===== src/rtl/fpmul_result_sink_if.sv =====
// Result-side bus of fpmul_result_sink: FPmul output capture plus the FIFO read port.
// The master modport is the producer/reader side; the slave modport is the sink.
interface fpmul_result_sink_if;
  logic        VIN;
  logic [31:0] DIN;
  logic        RD_EN;
  logic [31:0] DOUT;
  logic        DOUT_V;
  logic        EMPTY;
  logic        FULL;

  modport master (
    output VIN,
    output DIN,
    output RD_EN,
    input  DOUT,
    input  DOUT_V,
    input  EMPTY,
    input  FULL
  );

  modport slave (
    input  VIN,
    input  DIN,
    input  RD_EN,
    output DOUT,
    output DOUT_V,
    output EMPTY,
    output FULL
  );
endinterface


===== src/rtl/fpmul_result_sink.sv =====
// Sink for FPmul results: realigns operand validity to FP_Z, classifies and signs each
// captured word, and buffers it in a FIFO for readout.
module fpmul_result_sink #(
  parameter int LATENCY = 4,
  parameter int DEPTH   = 8,
  parameter int CNT_W   = 16
) (
  input  logic               CLK,
  input  logic               RST_n,
  fpmul_result_sink_if.slave bus,
  output logic               OVF,
  output logic [CNT_W-1:0]   SAMPLE_CNT,
  output logic [CNT_W-1:0]   NAN_CNT,
  output logic [CNT_W-1:0]   INF_CNT,
  output logic [CNT_W-1:0]   ZERO_CNT,
  output logic [CNT_W-1:0]   DEN_CNT,
  output logic [31:0]        SIG
);
  localparam int          AW       = $clog2(DEPTH);
  localparam logic [AW:0] OCC_FULL = (AW+1)'(DEPTH);

  function automatic logic [CNT_W-1:0] sat_inc(input logic [CNT_W-1:0] v);
    return (&v) ? v : v + CNT_W'(1);
  endfunction

  function automatic logic [31:0] sig_fold(input logic [31:0] s, input logic [31:0] d);
    return {s[30:0], s[31]} ^ d;
  endfunction

  // ---- validity delay line: stage i holds VIN from i+1 edges ago ----
  logic [LATENCY-1:0] vld_p;
  logic               cap;

  always_ff @(posedge CLK) begin
    if (!RST_n) begin
      vld_p <= '0;
    end else begin
      vld_p[0] <= bus.VIN;
      for (int i = 1; i < LATENCY; i++) begin
        vld_p[i] <= vld_p[i-1];
      end
    end
  end

  assign cap = vld_p[LATENCY-1];

  // ---- capture edge: IEEE-754 single classification of DIN (sign ignored) ----
  logic [7:0] din_e;
  logic       din_m_nz;
  logic       e_ones;
  logic       e_zero;
  logic       is_nan;
  logic       is_inf;
  logic       is_zero;
  logic       is_den;

  assign din_e    = bus.DIN[30:23];
  assign din_m_nz = |bus.DIN[22:0];
  assign e_ones   = &din_e;
  assign e_zero   = ~|din_e;
  assign is_nan   = e_ones & din_m_nz;
  assign is_inf   = e_ones & ~din_m_nz;
  assign is_zero  = e_zero & ~din_m_nz;
  assign is_den   = e_zero & din_m_nz;

  always_ff @(posedge CLK) begin
    if (!RST_n) begin
      SAMPLE_CNT <= '0;
      NAN_CNT    <= '0;
      INF_CNT    <= '0;
      ZERO_CNT   <= '0;
      DEN_CNT    <= '0;
      SIG        <= '0;
    end else if (cap) begin
      SAMPLE_CNT <= sat_inc(SAMPLE_CNT);
      if (is_nan)  NAN_CNT  <= sat_inc(NAN_CNT);
      if (is_inf)  INF_CNT  <= sat_inc(INF_CNT);
      if (is_zero) ZERO_CNT <= sat_inc(ZERO_CNT);
      if (is_den)  DEN_CNT  <= sat_inc(DEN_CNT);
      SIG <= sig_fold(SIG, bus.DIN);
    end
  end

  // ---- capture FIFO ----
  logic [31:0]   mem [DEPTH];
  logic [AW-1:0] wr_ptr;
  logic [AW-1:0] rd_ptr;
  logic [AW:0]   occ;
  logic          empty_s;
  logic          full_s;
  logic          pop;
  logic          push;
  logic [31:0]   dout_r;
  logic          dout_v_r;

  assign empty_s = (occ == '0);
  assign full_s  = (occ == OCC_FULL);
  assign pop     = bus.RD_EN & ~empty_s;
  // A pop on the same edge frees the slot a full FIFO needs for the incoming word.
  assign push    = cap & (~full_s | pop);

  always_ff @(posedge CLK) begin
    if (push) mem[wr_ptr] <= bus.DIN;
  end

  always_ff @(posedge CLK) begin
    if (!RST_n) begin
      wr_ptr   <= '0;
      rd_ptr   <= '0;
      occ      <= '0;
      OVF      <= 1'b0;
      dout_r   <= '0;
      dout_v_r <= 1'b0;
    end else begin
      if (push) wr_ptr <= wr_ptr + AW'(1);
      if (pop)  rd_ptr <= rd_ptr + AW'(1);
      case ({push, pop})
        2'b10:   occ <= occ + (AW+1)'(1);
        2'b01:   occ <= occ - (AW+1)'(1);
        default: occ <= occ;
      endcase
      if (cap && !push) OVF <= 1'b1;
      dout_v_r <= pop;
      if (pop) dout_r <= mem[rd_ptr];
    end
  end

  assign bus.DOUT   = dout_r;
  assign bus.DOUT_V = dout_v_r;
  assign bus.EMPTY  = empty_s;
  assign bus.FULL   = full_s;

  a_occ_bound: assert property (@(posedge CLK) disable iff (!RST_n) occ <= OCC_FULL);
  a_flags_excl: assert property (@(posedge CLK) disable iff (!RST_n) !(empty_s && full_s));
endmodule


===== src/flat_wrapper.sv =====
// flat-port wrapper written by rule: the top's interface ports become plain ports
module fpmul_result_sink_flat 
#(
  parameter int LATENCY = 4,
  parameter int DEPTH   = 8,
  parameter int CNT_W   = 16
)
  (CLK, RST_n, OVF, SAMPLE_CNT, NAN_CNT, INF_CNT, ZERO_CNT, DEN_CNT, SIG, bus_VIN, bus_DIN, bus_RD_EN, bus_DOUT, bus_DOUT_V, bus_EMPTY, bus_FULL);
  fpmul_result_sink_if bus_i ();
  input  logic CLK;
  input  logic RST_n;
  output logic OVF;
  output logic [CNT_W-1:0] SAMPLE_CNT;
  output logic [CNT_W-1:0] NAN_CNT;
  output logic [CNT_W-1:0] INF_CNT;
  output logic [CNT_W-1:0] ZERO_CNT;
  output logic [CNT_W-1:0] DEN_CNT;
  output logic [31:0] SIG;
  input wire logic [$bits(bus_i.VIN)-1:0] bus_VIN;
  input wire logic [$bits(bus_i.DIN)-1:0] bus_DIN;
  input wire logic [$bits(bus_i.RD_EN)-1:0] bus_RD_EN;
  output wire logic [$bits(bus_i.DOUT)-1:0] bus_DOUT;
  output wire logic [$bits(bus_i.DOUT_V)-1:0] bus_DOUT_V;
  output wire logic [$bits(bus_i.EMPTY)-1:0] bus_EMPTY;
  output wire logic [$bits(bus_i.FULL)-1:0] bus_FULL;
  assign bus_i.VIN = bus_VIN;
  assign bus_i.DIN = bus_DIN;
  assign bus_i.RD_EN = bus_RD_EN;
  assign bus_DOUT = bus_i.DOUT;
  assign bus_DOUT_V = bus_i.DOUT_V;
  assign bus_EMPTY = bus_i.EMPTY;
  assign bus_FULL = bus_i.FULL;
  fpmul_result_sink #(.LATENCY(LATENCY), .DEPTH(DEPTH), .CNT_W(CNT_W)) u_core (.CLK(CLK), .RST_n(RST_n), .bus(bus_i), .OVF(OVF), .SAMPLE_CNT(SAMPLE_CNT), .NAN_CNT(NAN_CNT), .INF_CNT(INF_CNT), .ZERO_CNT(ZERO_CNT), .DEN_CNT(DEN_CNT), .SIG(SIG));
endmodule

===== config.mk =====
export PLATFORM = sky130hd
export DESIGN_NAME = fpmul_result_sink_flat
export DESIGN_NICKNAME = d
export VERILOG_FILES = /design/src/rtl/fpmul_result_sink_if.sv /design/src/rtl/fpmul_result_sink.sv /design/src/flat_wrapper.sv
export SDC_FILE = /design/constraint.sdc
export NUM_CORES = 1
export LEC_CHECK = 0
export ABC_AREA = 1
export CAP_MARGIN = 25
export CORE_MARGIN = 3
export CORE_UTILIZATION = 54
export CTS_CLUSTER_SIZE = 30
export DETAILED_ROUTE_END_ITERATION = 8
export PLACE_DENSITY = 0.73
export SYNTH_ARGS = -nofsm -noshare
export SYNTH_HDL_FRONTEND = slang
export SYNTH_SLANG_ARGS = --single-unit

===== constraint.sdc =====
create_clock -name CLK -period 3.95 [get_ports CLK]
set_input_delay 0.79 -clock CLK [delete_from_list [all_inputs] [get_ports CLK]]
set_output_delay 0.79 -clock CLK [all_outputs]
set_load 0.05 [all_outputs]

==> out/results.tsv <==
stage	metric	value	unit
sta	max-slew violations	0	
clock_network	Num CTS Buffers	44	
global_route	initial antenna violation count	1	
floorplanning	die height	188	um
drt	DRC Markers	0	
worst_setup_path	Worst setup startpoint	u_core.occ[3]	
sta	Slew HR	33.5	%
worst_setup_path	crit start category	flop	
global_route	vias in the first global route	13500	
placement	DP HPWL	26100	um
synth	post-synthesis sequential area ratio	60.6	%
clock_network	clk root buf	clkbuf_16	
synth	post-synthesis area per instance	9.38	sq um
cells_and_area	ANT cells	0	
clock_network	postcts setup bufs	0	
sta	fin crit period	2.94	ns
global_route	first-pass GRT wire length	70900	um
synth	Async SR Flop Fraction	0	%
synth	dominant cell type by area after synthesis	edfxtp_1	
drt	Total Wirelength	44200	um
power_and_ir_drop	leakage	7.92	nW
power_and_ir_drop	pwr dens	566	nW/um^2
status	outcome	finished, final reports clean	
drt	drt first pass iters	6	
worst_setup_path	Critical R2R Capture	u_core.bus.DOUT[8]	
clock_network	# hold bufs at CTS	0	
worst_setup_path	R2R Path Start	u_core.rd_ptr[0]	
clock_network	Clock Pin Slew Worst Setup and Hold Paths	0.06	ns
synth	largest cells by area after synthesis	edfxtp_1, dfxtp_1, nor2_1, o21ai_0, nand2_1	
min_path	Worst Hold Class	reg2reg	
clock_network	Clock Sinks	416	
sta	Sum Neg Setup Slack	0	ns
cells_and_area	Filler cells	2596	
clock_network	worst skew pair latency	0.55	ns
synth	syn_nets	1961	
worst_setup_path	cells on worst reg2reg path	6	
floorplanning	initial cell density of the core	54.9	%
worst_setup_path	worst reg2reg setup slack	1.50	ns
drt	Routed Antenna Nets	0	
floorplanning	Core Area	32700	sq um
worst_setup_path	Worst EP arrival	2.15	ns
synth	Post-synth EDFFs	256	
global_route	Remaining Overflow, GRT	0	
job	MaxCap Viol Count	0	
drt	via count	13900	
worst_setup_path	Crit Path Max Fanout	4	
global_route	overall routing resource usage	24.6	%
synth	Ys Warns	0	
floorplanning	Rows	66	
worst_setup_path	required time of the critical path	3.16	ns
cells_and_area	register area	10900	sq um
synth	Synth Cell Area	18000	sq um
worst_setup_path	crit end category	primary output	
placement	placed cells	2462	
clock_network	Post-CTS Resized	0	
cells_and_area	Multi-input gate area	6000	sq um
sta	skew final	0.0189	ns
placement	IO buf count	183	
drt	DR iter-0 viols	1154	
drt	vias per inst	5.48	
cells_and_area	Layout Utilization	66.2	%
synth	Primary FF master, synth	edfxtp_1	
sta	final hold vios	0	
global_route	pin count of the biggest net entering global routing	79	
cells_and_area	most frequent cells in the layout	nor2_1, nand2_1, edfxtp_1	
clock_network	CTS tree	built	
power_and_ir_drop	maximum vdd drop	0.000497	V
worst_setup_path	WS Path Type	reg2out	
drt	routed length per instance	17.4	um
synth	Mapped Cells	1915	
sta	crit share post-route	74.5	%
floorplanning	Die Wd	188	um
clock_network	H-tree depth	2	
floorplanning	num ports	184	
floorplanning	die area	35500	sq um
placement	GPL Wtd Cong	0.840	
sta	RSZ-0062 raised after global routing	false	
cells_and_area	commonest non-fill, non-tap cell in the layout	nor2_1	
worst_setup_path	crit path to	bus_FULL	
clock_network	Clock Path Buffers	3	
min_path	Hold Path Origin	u_core.vld_p[2]	
cells_and_area	share of cells above drive strength 1	6.18	%
cells_and_area	fin cells	2544	
synth	post-synthesis cell type count	41	
sta	Final setup viols	0	
synth	synthesis-stage register bit count	416	
synth	Synth top area share	42.8	%
cells_and_area	Layout area overhead	20.5	%
sta	Max Clk Rate	340	MHz
cells_and_area	Nets	2112	
sta	Least-Margin Pin Slew	0.995	ns
## how the worst min path moves through the flow
stage	slack, ns	cells after the start	to
final	0.41	2	u_core.vld_p[3]
after global routing	0.43	2	u_core.vld_p[3]
after CTS	0.41	2	u_core.vld_p[1]
after detailed placement	0.40	2	u_core.vld_p[1]
after global placement	0.40	2	u_core.vld_p[1]
after floorplan	0.39	2	u_core.vld_p[1]
## power breakdown
group          internal [mW]  total, mW  leakage, nW  switching [mW]
clock                   2.72       4.39        0.766            1.67
sequential              4.81       5.05         3.60           0.243
combinational          0.848       2.81         3.56            1.96
total                   8.38       12.3         7.92            3.87
## logic make-up (layout without fill, tap and decap cells)
logic type | after synthesis | after routing | synth area share [%]
compound gates | 371 | 371 | 11.4
fa+ha+maj | 10 | 10 | 0.738
xor+xnor | 45 | 45 | 2.19
simple gates | 809 | 809 | 18.9
flops | 416 | 416 | 60.6
buf+inv | 264 | 451 | 6.16
## worst max-delay path, cell delays in order, from the launching register on
cell and delay [ns]:
dfxtp_1 0.37, inv_1 0.07, nor4_1 0.30, clkdlybuf4s50_1 0.88
## cell type report
cell class / instances / share of cell area, %
multi-input combinational: 1235 / 27.7
clock buffer: 61 / 5.90
timing repair buffer: 206 / 9.30
inverter: 163 / 2.84
sequential: 416 / 50.3
clock inverter: 21 / 1.39
tap: 442 / 2.55
## synth_stat cells, types with 5 or more instances
cell	n
xnor2_1	7
o22ai_1	32
nand3_1	64
xor2_1	38
dfxtp_1	160
o221ai_1	32
nand4_1	49
buf_6	6
a21oi_1	55
o21bai_1	9
buf_1	8
clkbuf_1	52
inv_1	160
nor2_1	401
buf_4	10
o21ai_1	15
o21ai_0	226
nor3_1	14
nand3_2	5
buf_2	23
ha_1	9
nand2_1	257
edfxtp_1	256
## per-stage QoR
stage          instance area, sq um  worst slack (ns)  power [mW]  hold WS [ns]
2_1_floorplan                 18000             0.944        7.04         0.390
3_3_place_gp                  20100             0.907        7.86         0.395
3_5_place_dp                  20100             0.795        7.93         0.399
4_1_cts                       21700             0.972        12.3         0.413
5_1_grt                       21700             0.910        12.8         0.432
6_report                      21700              1.01        12.3         0.410
## per-layer routing
metal  up-vias  global-route usage (%)  part of all wire (%)
li1       6800                       -                     -
met1      6616                    33.7                    43
met2       473                    41.0                    48
met3        53                    4.56                   6.9
met4         2                    6.16                   1.7
met5         -                       0                 0.045
## flip-flops by register name (all words and copies together) (netlist names), 3 cells and up
| signal | cells |
|---|---|
| u_core.vld_p | 4 |
| u_core.occ | 4 |
| u_core.INF_CNT | 16 |
| u_core.rd_ptr | 3 |
| u_core.SIG | 32 |
| u_core.SAMPLE_CNT | 16 |
| u_core.mem | 256 |
| u_core.ZERO_CNT | 16 |
| u_core.NAN_CNT | 16 |
| u_core.DEN_CNT | 16 |
| u_core.bus.DOUT | 32 |
| u_core.wr_ptr | 3 |
Note: power is estimated with default switching activity, not from simulation.
